## config.mk

```make
export PLATFORM = sky130hd
export DESIGN_NAME = packet_sorter_flat
export DESIGN_NICKNAME = d
export VERILOG_FILES = /design/src/rtl/packet_sorter_if.sv /design/src/rtl/packet_sorter.sv /design/src/flat_wrapper.sv
export SDC_FILE = /design/constraint.sdc
export NUM_CORES = 1
export LEC_CHECK = 0
export BUFFER_PORTS_ARGS = -buffer_cell sky130_fd_sc_hd__buf_2
export CAP_MARGIN = 20
export CORE_MARGIN = 4
export CORE_UTILIZATION = 57
export CTS_CLUSTER_DIAMETER = 30
export CTS_CLUSTER_SIZE = 28
export DETAILED_ROUTE_END_ITERATION = 16
export GPL_TIMING_DRIVEN = 0
export PLACE_DENSITY = 0.77
export SETUP_SLACK_MARGIN = 0.1
export SLEW_MARGIN = 20
export SYNTH_ARGS = -nofsm -noshare
export SYNTH_HDL_FRONTEND = slang
export SYNTH_SLANG_ARGS = --single-unit
```

## constraint.sdc

```tcl
create_clock -name clk_i -period 2.51 [get_ports clk_i]
set_input_delay 0.502 -clock clk_i [delete_from_list [all_inputs] [get_ports clk_i]]
set_output_delay 0.502 -clock clk_i [all_outputs]
set_load 0.005 [all_outputs]
```

## src/rtl/packet_sorter_if.sv

```systemverilog
// Stream bus for packet_sorter: framed input words, sorted output words and status.
`timescale 1ns/1ps
interface packet_sorter_if #(
  parameter int DWIDTH = 8
);
  logic [DWIDTH-1:0] data_i;
  logic              sop_i;
  logic              eop_i;
  logic              val_i;
  logic              desc_i;
  logic              ready_i;
  logic [DWIDTH-1:0] data_o;
  logic              sop_o;
  logic              eop_o;
  logic              val_o;
  logic              trunc_o;
  logic              busy_o;

  modport master (
    output data_i, sop_i, eop_i, val_i, desc_i, ready_i,
    input  data_o, sop_o, eop_o, val_o, trunc_o, busy_o
  );

  modport slave (
    input  data_i, sop_i, eop_i, val_i, desc_i, ready_i,
    output data_o, sop_o, eop_o, val_o, trunc_o, busy_o
  );
endinterface

```

## src/rtl/packet_sorter.sv

```systemverilog
// Buffers one sop/eop packet, sorts it in place (odd-even transposition), streams it out.
// eop at edge E gives first val_o after E+DEPTH+1; ready_i=0 holds every output; input ignored while busy.
`timescale 1ns/1ps
module packet_sorter #(
  parameter int DWIDTH = 8,
  parameter int AWIDTH = 3
) (
  input logic            clk_i,
  input logic            arst_n_i,
  packet_sorter_if.slave bus
);
  localparam int DEPTH = 2**AWIDTH;
  localparam logic [AWIDTH:0] DEPTH_C = (AWIDTH+1)'(DEPTH);

  localparam logic [1:0] ST_IDLE = 2'd0;
  localparam logic [1:0] ST_RECV = 2'd1;
  localparam logic [1:0] ST_SORT = 2'd2;
  localparam logic [1:0] ST_SEND = 2'd3;

  logic [1:0]        state;
  logic [AWIDTH:0]   count;
  logic [AWIDTH-1:0] rd;
  logic [AWIDTH:0]   pass;
  logic              desc_q;
  logic              trunc_q;

  logic [DWIDTH-1:0] mem     [DEPTH];
  logic [DWIDTH-1:0] mem_nxt [DEPTH];

  logic              start;
  logic              wr_en;
  logic [AWIDTH-1:0] wr_idx;
  logic              last_pass;
  logic              is_last;
  logic              sending;

  assign start     = bus.val_i && bus.sop_i && (state == ST_IDLE || state == ST_RECV);
  assign wr_en     = start || (state == ST_RECV && bus.val_i && count < DEPTH_C);
  assign wr_idx    = start ? '0 : count[AWIDTH-1:0];
  // Pass index DEPTH is an idle settle cycle after the last compare pass.
  assign last_pass = (pass == DEPTH_C);
  assign is_last   = ({1'b0, rd} == count - 1'b1);
  assign sending   = (state == ST_SEND);

  always_comb begin
    for (int i = 0; i < DEPTH; i++) begin
      mem_nxt[i] = mem[i];
    end
    for (int i = 0; i < DEPTH-1; i++) begin
      if (i[0] == pass[0] && (AWIDTH+1)'(i+1) < count) begin
        if (desc_q ? (mem[i] < mem[i+1]) : (mem[i] > mem[i+1])) begin
          mem_nxt[i]   = mem[i+1];
          mem_nxt[i+1] = mem[i];
        end
      end
    end
  end

  // Storage is deliberately not reset; count bounds every read of it.
  always_ff @(posedge clk_i) begin
    if (state == ST_SORT && !last_pass) begin
      for (int i = 0; i < DEPTH; i++) begin
        mem[i] <= mem_nxt[i];
      end
    end else if (wr_en) begin
      mem[wr_idx] <= bus.data_i;
    end
  end

  always_ff @(posedge clk_i or negedge arst_n_i) begin
    if (!arst_n_i) begin
      state   <= ST_IDLE;
      count   <= '0;
      rd      <= '0;
      pass    <= '0;
      desc_q  <= 1'b0;
      trunc_q <= 1'b0;
    end else begin
      case (state)
        ST_IDLE, ST_RECV: begin
          pass <= '0;
          if (start) begin
            count   <= (AWIDTH+1)'(1);
            desc_q  <= bus.desc_i;
            trunc_q <= 1'b0;
            state   <= bus.eop_i ? ST_SORT : ST_RECV;
          end else if (state == ST_RECV && bus.val_i) begin
            if (count < DEPTH_C) begin
              count <= count + 1'b1;
            end else begin
              trunc_q <= 1'b1;
            end
            if (bus.eop_i) begin
              state <= ST_SORT;
            end
          end
        end
        ST_SORT: begin
          pass <= pass + 1'b1;
          if (last_pass) begin
            state <= ST_SEND;
            rd    <= '0;
          end
        end
        ST_SEND: begin
          if (bus.ready_i) begin
            if (is_last) begin
              state <= ST_IDLE;
              rd    <= '0;
            end else begin
              rd <= rd + 1'b1;
            end
          end
        end
        default: state <= ST_IDLE;
      endcase
    end
  end

  assign bus.val_o   = sending;
  assign bus.data_o  = sending ? mem[rd] : '0;
  assign bus.sop_o   = sending && (rd == '0);
  assign bus.eop_o   = sending && is_last;
  assign bus.trunc_o = sending && is_last && trunc_q;
  assign bus.busy_o  = (state == ST_SORT) || sending;
endmodule

```

## src/flat_wrapper.sv

```systemverilog
// flat-port wrapper written by rule: the top's interface ports become plain ports
module packet_sorter_flat 
#(
  parameter int DWIDTH = 8,
  parameter int AWIDTH = 3
)
  (clk_i, arst_n_i, bus_data_i, bus_sop_i, bus_eop_i, bus_val_i, bus_desc_i, bus_ready_i, bus_data_o, bus_sop_o, bus_eop_o, bus_val_o, bus_trunc_o, bus_busy_o);
  packet_sorter_if #(.DWIDTH(DWIDTH)) bus_i ();
  input logic clk_i;
  input logic arst_n_i;
  input wire logic [$bits(bus_i.data_i)-1:0] bus_data_i;
  input wire logic [$bits(bus_i.sop_i)-1:0] bus_sop_i;
  input wire logic [$bits(bus_i.eop_i)-1:0] bus_eop_i;
  input wire logic [$bits(bus_i.val_i)-1:0] bus_val_i;
  input wire logic [$bits(bus_i.desc_i)-1:0] bus_desc_i;
  input wire logic [$bits(bus_i.ready_i)-1:0] bus_ready_i;
  output wire logic [$bits(bus_i.data_o)-1:0] bus_data_o;
  output wire logic [$bits(bus_i.sop_o)-1:0] bus_sop_o;
  output wire logic [$bits(bus_i.eop_o)-1:0] bus_eop_o;
  output wire logic [$bits(bus_i.val_o)-1:0] bus_val_o;
  output wire logic [$bits(bus_i.trunc_o)-1:0] bus_trunc_o;
  output wire logic [$bits(bus_i.busy_o)-1:0] bus_busy_o;
  assign bus_i.data_i = bus_data_i;
  assign bus_i.sop_i = bus_sop_i;
  assign bus_i.eop_i = bus_eop_i;
  assign bus_i.val_i = bus_val_i;
  assign bus_i.desc_i = bus_desc_i;
  assign bus_i.ready_i = bus_ready_i;
  assign bus_data_o = bus_i.data_o;
  assign bus_sop_o = bus_i.sop_o;
  assign bus_eop_o = bus_i.eop_o;
  assign bus_val_o = bus_i.val_o;
  assign bus_trunc_o = bus_i.trunc_o;
  assign bus_busy_o = bus_i.busy_o;
  packet_sorter #(.DWIDTH(DWIDTH), .AWIDTH(AWIDTH)) u_core (.clk_i(clk_i), .arst_n_i(arst_n_i), .bus(bus_i));
endmodule
```

==> run_results.csv, run 1 <==
group,metric,value,unit
drt,wire_per_inst,27.1,um
grt,grt_pass1_wl,35300,um
grt,grt_pass1_vias,6591,
critical_path,crit_path_end,"u_core.mem[4][1]",
placed_design,dp_hpwl,15300,um
pwr,internal_power,8.04,mW
sta,maxSlewViolCount,0,
drt,dr.pass1.iters,7,
sta,finalSetupViolCount,54,
placed_design,dp_slack,-401,ps
layout,final_common_cell,"buf_4",
logic_synthesis,ys_warn_count,0,
logic_synthesis,async_flop_share,19.0,%
floorplan,dieWidth,118,um
cts,clk_pin_slew,60,ps
pwr,p_seq_share,21.7,%
placed_design,io_buffers,19,
logic_synthesis,synth_top_family_by_area,"compound AO/OA/AOI/OAI gates",
cts,cts_sinks,79,
critical_path,r2r-start,"u_core.mem[4][4]",
logic_synthesis,avgSynthCellArea,9.54,um^2
cts,cts_tree,"done",
floorplan,rows,39,
critical_path,worstSetupPathType,"flop to flop",
sta,fin_ws,-195,ps
placed_design,routabilityCongestion,0.963,
critical_path,start_kind,"flop",
grt,grt_usage,32.2,%
logic_synthesis,synth_top_flop_cell,"edfxtp_1",
layout,multi_input_area,0.00489,mm^2
pwr,worst_ir_drop_vdd,969,uV
critical_path,worstSetupEndpointType,"flop",
floorplan,fp.dieH,118,um
layout,drive_gt1_share,39.6,%
logic_synthesis,yosys_register_bits,79,
grt,grt_overflow,0,
logic_synthesis,ys_types,71,
logic_synthesis,synth_compound_gate_area_share,16.5,%
sta,fin_crit_sh,108,%
pwr,clock_power_share,9.1,%
drt,top_layer_used,"met5",
logic_synthesis,synthXorXnorAreaFrac,1.26,%
critical_path,r2r.worst_path.cells,10,
drt,drc,0,
logic_synthesis,synthAdderAreaFrac,11.6,%
drt,drt.antenna.violating_nets,0,
pwr,p_switching,6.72,mW
logic_synthesis,yosysSeqAreaShare,33.2,%
layout,diodes,0,
cts,cts_buffer_depth,2,
pwr,power_density,1540,mW/mm^2
floorplan,core_area,0.0117,mm^2
floorplan,pin_count,28,
layout,layout.nets,962,
critical_path,reg2reg_slack,-200,ps
drt,wl_met3,3450,um
cts,h-tree-depth,3,
critical_path,required,2610,ps
sta,period_minus_slack,2710,ps
pwr,p_comb_share,69.2,%
layout,syn_to_final_growth,38.6,%
sta,rsz0062_at_grt,"true",
grt,grt_start_max_net_pins,16,
logic_synthesis,synth-simple-area-share,14.7,%
drt,dr_wl_met2,12700,um
grt,antenna_found_initial,1,
sta,hold_violations,0,
critical_path,critPathLaunch,"u_core.mem[4][4]",
critical_path,cp_data_arrival_time,2810,ps
drt,routed_wl,27900,um
status,status,"complete, but fails checks",
floorplan,start_util,59.4,%
sta,slew_headroom,46.0,%
logic_synthesis,postSynthCellCount,726,
status,failed_checks,"setup timing",
drt,vias,7429,
sta,max_freq,0.370,GHz
logic_synthesis,synthMuxAreaShare,15.6,%
drt,wl_met1,9380,um
layout,n_fill_cell,576,
layout,mostFrequentLayoutCells,"buf_4 (91), nand2_1 (66), edfxtp_1 (64)",
cts,cts-root-buf,"clkbuf_16",
critical_path,r2r_end,"u_core.mem[4][1]",
logic_synthesis,synthesis.nets,805,
cts,hold_buffers,0,
floorplan,die_area,0.0140,mm^2
layout,seqCellArea,0.00230,mm^2
cts,clk_latency,360,ps
logic_synthesis,synth_edf_count,64,
critical_path,crit_fanout,5,
logic_synthesis,syn_area,0.00693,mm^2
sta,skew,9.50,ps
cts,cts_buffers,9,
sta,whs,54.1,ps
worst_hold_path,hp-class,"primary input to asynchronous set/reset pin",
drt,drt_iter0_markers,1256,
sta,worst_pin_slew,810,ps
drt,avgViaCountPerCell,7.21,
pwr,p_sw_share,45.5,%
run,cap_violations,0,
pwr,leakage,4.00,nW
[cell type report]
class | instances | area share (%)
timing repair buffer | 146 | 13.3
multi-input combinational | 536 | 51.0
inverter | 66 | 2.76
tap | 143 | 1.86
clock inverter | 7 | 0.665
buffer | 45 | 4.21
clock buffer | 9 | 2.35
sequential | 79 | 23.9
[worst min-delay path by stage]
stage	from	to	slack, ps	depth (start not counted)
6_report	arst_n_i	u_core.rd[1]	50	1
5_1_grt	arst_n_i	u_core.rd[2]	60	1
4_1_cts	arst_n_i	u_core.rd[1]	70	1
3_5_place_dp	arst_n_i	u_core.rd[2]	440	1
3_3_place_gp	arst_n_i	u_core.rd[1]	420	1
2_1_floorplan	arst_n_i	u_core.count[0]	210	0
[cells by family (layout without fill, tap and decap cells)]
group                      Yosys count  after routing
AOI/OAI and AO/OA                  168            168
buffers and inverters              111            273
xor gates and xnor gates            10             10
muxes                               85             85
DFF                                 79             79
and+or+nand+nor                    209            209
adders and majority gates           64             64
[synthesized netlist by cell type (3+ instances only)]
cell	number	share of area, %
and3_1	3	0.27
a31o_1	7	0.89
mux2_1	3	0.49
o211ai_2	10	1.8
buf_2	7	0.51
and2_1	6	0.54
a21o_1	4	0.43
ha_1	64	12
mux2i_1	60	8.7
dfrtp_1	15	5.4
buf_1	3	0.16
clkbuf_2	6	0.43
o221ai_1	3	0.38
mux2_2	3	0.49
o21ai_0	10	0.72
edfxtp_1	64	28
a22oi_1	7	0.76
o21ai_1	28	2.0
nor2_1	42	2.3
mux4_2	16	5.2
o31ai_1	9	0.98
nor3_1	12	0.87
or2_1	3	0.27
or3_1	9	0.81
xor2_1	4	0.51
buf_6	4	0.65
nand3_1	25	1.8
nor2b_1	8	0.72
xnor2_1	6	0.76
nand2_1	72	3.9
nand4_1	11	0.99
o22ai_1	24	2.2
clkbuf_1	16	0.87
a31oi_1	10	0.90
buf_4	9	0.98
inv_1	64	3.5
a21oi_1	38	2.7
[critical path: stages, from the launching register on]
cell      delay, ps
edfxtp_1        440
inv_1           170
ha_1            290
nor2_1          180
nor2_2           60
a221o_1         370
mux2_4          330
buf_6           140
mux2i_4         180
mux2i_4         190
o21ai_2          90
[sequential cells by signal (all words and copies together) (netlist names)]
register and cells:
u_core.desc_q 1, u_core.pass 4, u_core.mem 64, u_core.state 2, u_core.count 4, u_core.trunc_q 1
u_core.rd 3
[metal layers]
metal,global-route usage [%],vias up
met5,0,-
met4,16.8,2
met3,7.74,235
met2,52.5,714
met1,39.7,3483
li1,-,2995
[stage by stage]
stage | power, mW | TNS [ps] | instances | utilization (%) | cell area [um^2]
3_5_place_dp | 9.20 | -17610 | 888 | 61.9 | 7220
4_1_cts | 12.4 | -415 | 977 | 73.8 | 8610
2_1_floorplan | 7.46 | 0 | 726 | - | 6940
3_3_place_gp | 8.95 | -14150 | 888 | 61.9 | 7220
6_report | 14.8 | -5000 | 1031 | 82.3 | 9600
5_1_grt | 15.3 | -7360 | 1031 | 82.3 | 9600
[power groups by stage]
stage	sequential, mW	combinational [mW]	clock [mW]
after floorplan	2.81	4.65	0
after global placement	3.25	5.70	0
after detailed placement	3.27	5.93	0
after CTS	3.08	8.05	1.28
after global routing	3.17	10.7	1.38
final	3.20	10.2	1.34
[timing repair]
item | CTS | global route
buffers inserted | 72 | 54
pin swaps | 36 | 60
cloned | 1 | 4
resized for setup | 116 | 118
hold endpoints to repair | 0 | 0
setup endpoints to repair | 141 | 110
No activity file was read; power rests on OpenSTA's default activity.
==> run 2: changes to the inputs <==
--- a/config.mk
+++ b/config.mk
@@ -5,15 +5,16 @@
 export SDC_FILE = /design/constraint.sdc
 export NUM_CORES = 1
 export LEC_CHECK = 0
+export ABC_AREA = 1
 export BUFFER_PORTS_ARGS = -buffer_cell sky130_fd_sc_hd__buf_2
 export CAP_MARGIN = 20
 export CORE_MARGIN = 4
-export CORE_UTILIZATION = 57
-export CTS_CLUSTER_DIAMETER = 30
+export CORE_UTILIZATION = 58
+export CTS_CLUSTER_DIAMETER = 200
 export CTS_CLUSTER_SIZE = 28
 export DETAILED_ROUTE_END_ITERATION = 16
 export GPL_TIMING_DRIVEN = 0
-export PLACE_DENSITY = 0.77
+export PLACE_DENSITY = 0.78
 export SETUP_SLACK_MARGIN = 0.1
 export SLEW_MARGIN = 20
 export SYNTH_ARGS = -nofsm -noshare
==> run 2 against run 1 <==
  * The flow now finishes without violations
  * Critical endpoint is now bus_data_o[4]
  * Largest power group unchanged
  * Non-clock buffer count down 54
  * Synthesized cell count grew 51%
  * Worst hold slack lost 5.5 ps
  * Clock power is 8% higher
  * Count of clock-buffer cells in the layout is 1 higher
==> run_results.csv, run 2 <==
group,metric,value,unit
sta,max_freq,0.399,GHz
layout,syn_to_final_growth,23.3,%
critical_path,required,2010,ps
sta,worst_pin_slew,693,ps
grt,grt_start_max_net_pins,16,
cts,h-tree-depth,3,
critical_path,worstSetupEndpointType,"output pin",
sta,fin_crit_sh,99.7,%
critical_path,worstSetupPathType,"flop to output pin",
critical_path,cp.depth,9,
layout,final_common_cell,"nand2_1",
logic_synthesis,synth_top_area_share,25.7,%
logic_synthesis,ys_warn_count,0,
layout,largestRegisters,"u_core.mem (64), u_core.count (4), u_core.pass (4)",
sta,maxSlewViolCount,0,
placed_design,dp_slack,-156,ps
pwr,internal_power,6.90,mW
logic_synthesis,synth_top_flop_cell,"edfxtp_1",
critical_path,r2r.worst_path.cells,12,
drt,drc,0,
floorplan,dieWidth,121,um
critical_path,reg2reg_slack,150,ps
logic_synthesis,ys_top_cells_by_count,"nand2_1 (370), inv_1 (152), nand4_1 (97), nand3_1 (83)",
critical_path,crit_fanout,7,
worst_hold_path,hp-class,"primary input to asynchronous set/reset pin",
placed_design,routabilityCongestion,0.975,
critical_path,r2r-start,"u_core.mem[4][7]",
layout,layout.nets,1284,
drt,drt.antenna.violating_nets,0,
critical_path,cpPeakStageDelay,390,ps
placed_design,dp_hpwl,17400,um
layout,design_area,0.00921,mm^2
pwr,clock_power_share,10.1,%
pwr,worst_ir_drop_vdd,971,uV
sta,skew,7.59,ps
sta,rsz0062_at_grt,"true",
grt,grt_usage,32.9,%
critical_path,cp_data_arrival_time,2000,ps
logic_synthesis,ys_top_cells_by_area,"edfxtp_1 (26%), nand2_1 (19%), ha_1 (11%)",
pwr,power_density,1560,mW/mm^2
critical_path,crit_family,"buffers and inverters",
status,status,"finished clean",
cts,clk_latency,360,ps
pwr,p_sw_share,51.9,%
layout,top_register,"u_core.mem",
logic_synthesis,ys_types,35,
sta,hold_violations,0,
sta,finalSetupViolCount,0,
layout,largest_reg_flops,64,
placed_design,io_buffers,27,
drt,drt_iter0_markers,1146,
drt,dr.pass1.iters,6,
critical_path,crit_path_end,"bus_data_o[4]",
sta,period_minus_slack,2500,ps
logic_synthesis,yosysMostFrequentCell,"nand2_1",
floorplan,die_area,0.0148,mm^2
grt,grt_pass1_vias,7144,
grt,grt_overflow,0,
critical_path,start_kind,"flop",
floorplan,core_area,0.0126,mm^2
critical_path,path_buf_inv,4,
cts,cts_sinks,79,
logic_synthesis,async_flop_share,19.0,%
critical_path,r2r_end,"u_core.mem[4][6]",
layout,mostFrequentLayoutCells,"nand2_1 (359), inv_1 (142), nand4_1 (97)",
logic_synthesis,synthesis.nets,1175,
floorplan,rows,41,
sta,slew_headroom,53.7,%
logic_synthesis,postSynthCellCount,1096,
logic_synthesis,yosys_register_bits,79,
cts,cts_tree,"done",
drt,avgViaCountPerCell,6.04,
logic_synthesis,synth_top_cell_by_area,"edfxtp_1",
drt,routed_wl,25400,um
pwr,leakage,4.72,nW
critical_path,slowest_stage,"dfrtp_1",
logic_synthesis,syn_area,0.00747,mm^2
logic_synthesis,avgSynthCellArea,6.82,um^2
run,cap_violations,0,
pwr,p_comb_share,66.9,%
critical_path,path_cells,"buf_6 -> clkinv_8 -> clkbuf_16 -> a21oi_2 -> o21ai_1 -> nand2_1 -> nor2_1 -> a311oi_2 -> buf_2",
floorplan,start_util,59.2,%
layout,diodes,0,
cts,clk_pin_slew,60,ps
grt,grt_pass1_wl,37300,um
critical_path,critPathLaunch,"u_core.rd[0]",
layout,n_fill_cell,1004,
logic_synthesis,synth_edf_count,64,
pwr,p_seq_share,23.0,%
drt,vias,8344,
logic_synthesis,yosysSeqAreaShare,30.7,%
floorplan,pin_count,28,
cts,cts-root-buf,"clkbuf_16",
cts,hold_buffers,0,
sta,fin_ws,6.44,ps
grt,antenna_found_initial,0,
cts,cts_buffers,9,
floorplan,fp.dieH,121,um
drt,wire_per_inst,18.4,um
layout,drive_gt1_share,20.2,%
cts,cts_buffer_depth,2,
placed_design,placed_area,0.00783,mm^2
pwr,p_switching,7.44,mW
[run 2: kinds of logic (layout without fill, tap and decap cells)]
kind of cell / Yosys count / count (layout) / share of synthesized area (%)
AO/OA/AOI/OAI: 137 / 137 / 10.9
adder cells (fa/ha/maj): 64 / 64 / 10.7
buffers and inverters: 203 / 317 / 10.5
flip-flops: 79 / 79 / 30.7
AND/OR/NAND/NOR: 608 / 608 / 36.5
XOR/XNOR: 5 / 5 / 0.586
[run 2: metal layers]
layer	vias to the layer above	track usage (%)	wire (um)
met3	128	7.46	3110
met4	0	16.0	1480
met1	3757	45.8	9970
met2	534	48.0	10800
li1	3925	-	-
met5	-	0	0
[run 2: area by class of cell]
cell class	count	area, um^2	share of cell area (%)
inverter	164	642	6.97
timing repair buffer	99	703	7.63
buffer	38	298	3.23
multi-input combinational	814	4740	51.4
sequential	79	2300	24.9
clock inverter	6	68.8	0.747
clock buffer	10	250	2.72
tap	172	215	2.34
[run 2: timing repair]
action / CTS / global route
setup endpoints to repair: 58 / 90
gates cloned: 2 / 1
gates resized for setup: 78 / 96
pin swaps: 12 / 23
setup buffers: 14 / 55
[run 2: worst min path at each step]
stage	start	endpoint	slack, ps
after floorplan	arst_n_i	u_core.count[0]	210
after global placement	arst_n_i	u_core.trunc_q	430
after detailed placement	arst_n_i	u_core.trunc_q	430
after CTS	arst_n_i	u_core.state[1]	60
after global routing	arst_n_i	u_core.count[3]	70
final	arst_n_i	u_core.trunc_q	50
[run 2: per-stage QoR]
stage                     TNS [ps]  utilization (%)  hold slack, ps  total power [mW]  std cells
after global routing         -67.3             73.0            67.7              15.4       1382
final                            0             73.0            48.6              14.3       1382
after detailed placement     -2620             62.0             434              10.5       1295
after floorplan                  0                -             206              8.49       1096
after CTS                        0             67.3            58.4              12.5       1326
after global placement       -2460             62.0             434              10.3       1295
[run 2: power by group through the flow]
stage	clock, mW	sequential [mW]	combinational (mW)
after detailed placement	0	3.34	7.16
after CTS	1.44	3.29	7.77
after global routing	1.51	3.31	10.6
final	1.45	3.30	9.59
after global placement	0	3.33	6.97
after floorplan	0	2.92	5.57
[run 2: worst reg2reg max path, stage by stage (launching register included)]
cell and delay, ps:
edfxtp_1 440, inv_1 90, ha_1 320, a21o_1 190, nor2_1 210, nand2_1 150, nand2_4 130, nand3_4 110
clkbuf_4 220, nand2_1 70, nand3_1 70, nand2_1 60, nand2_1 50
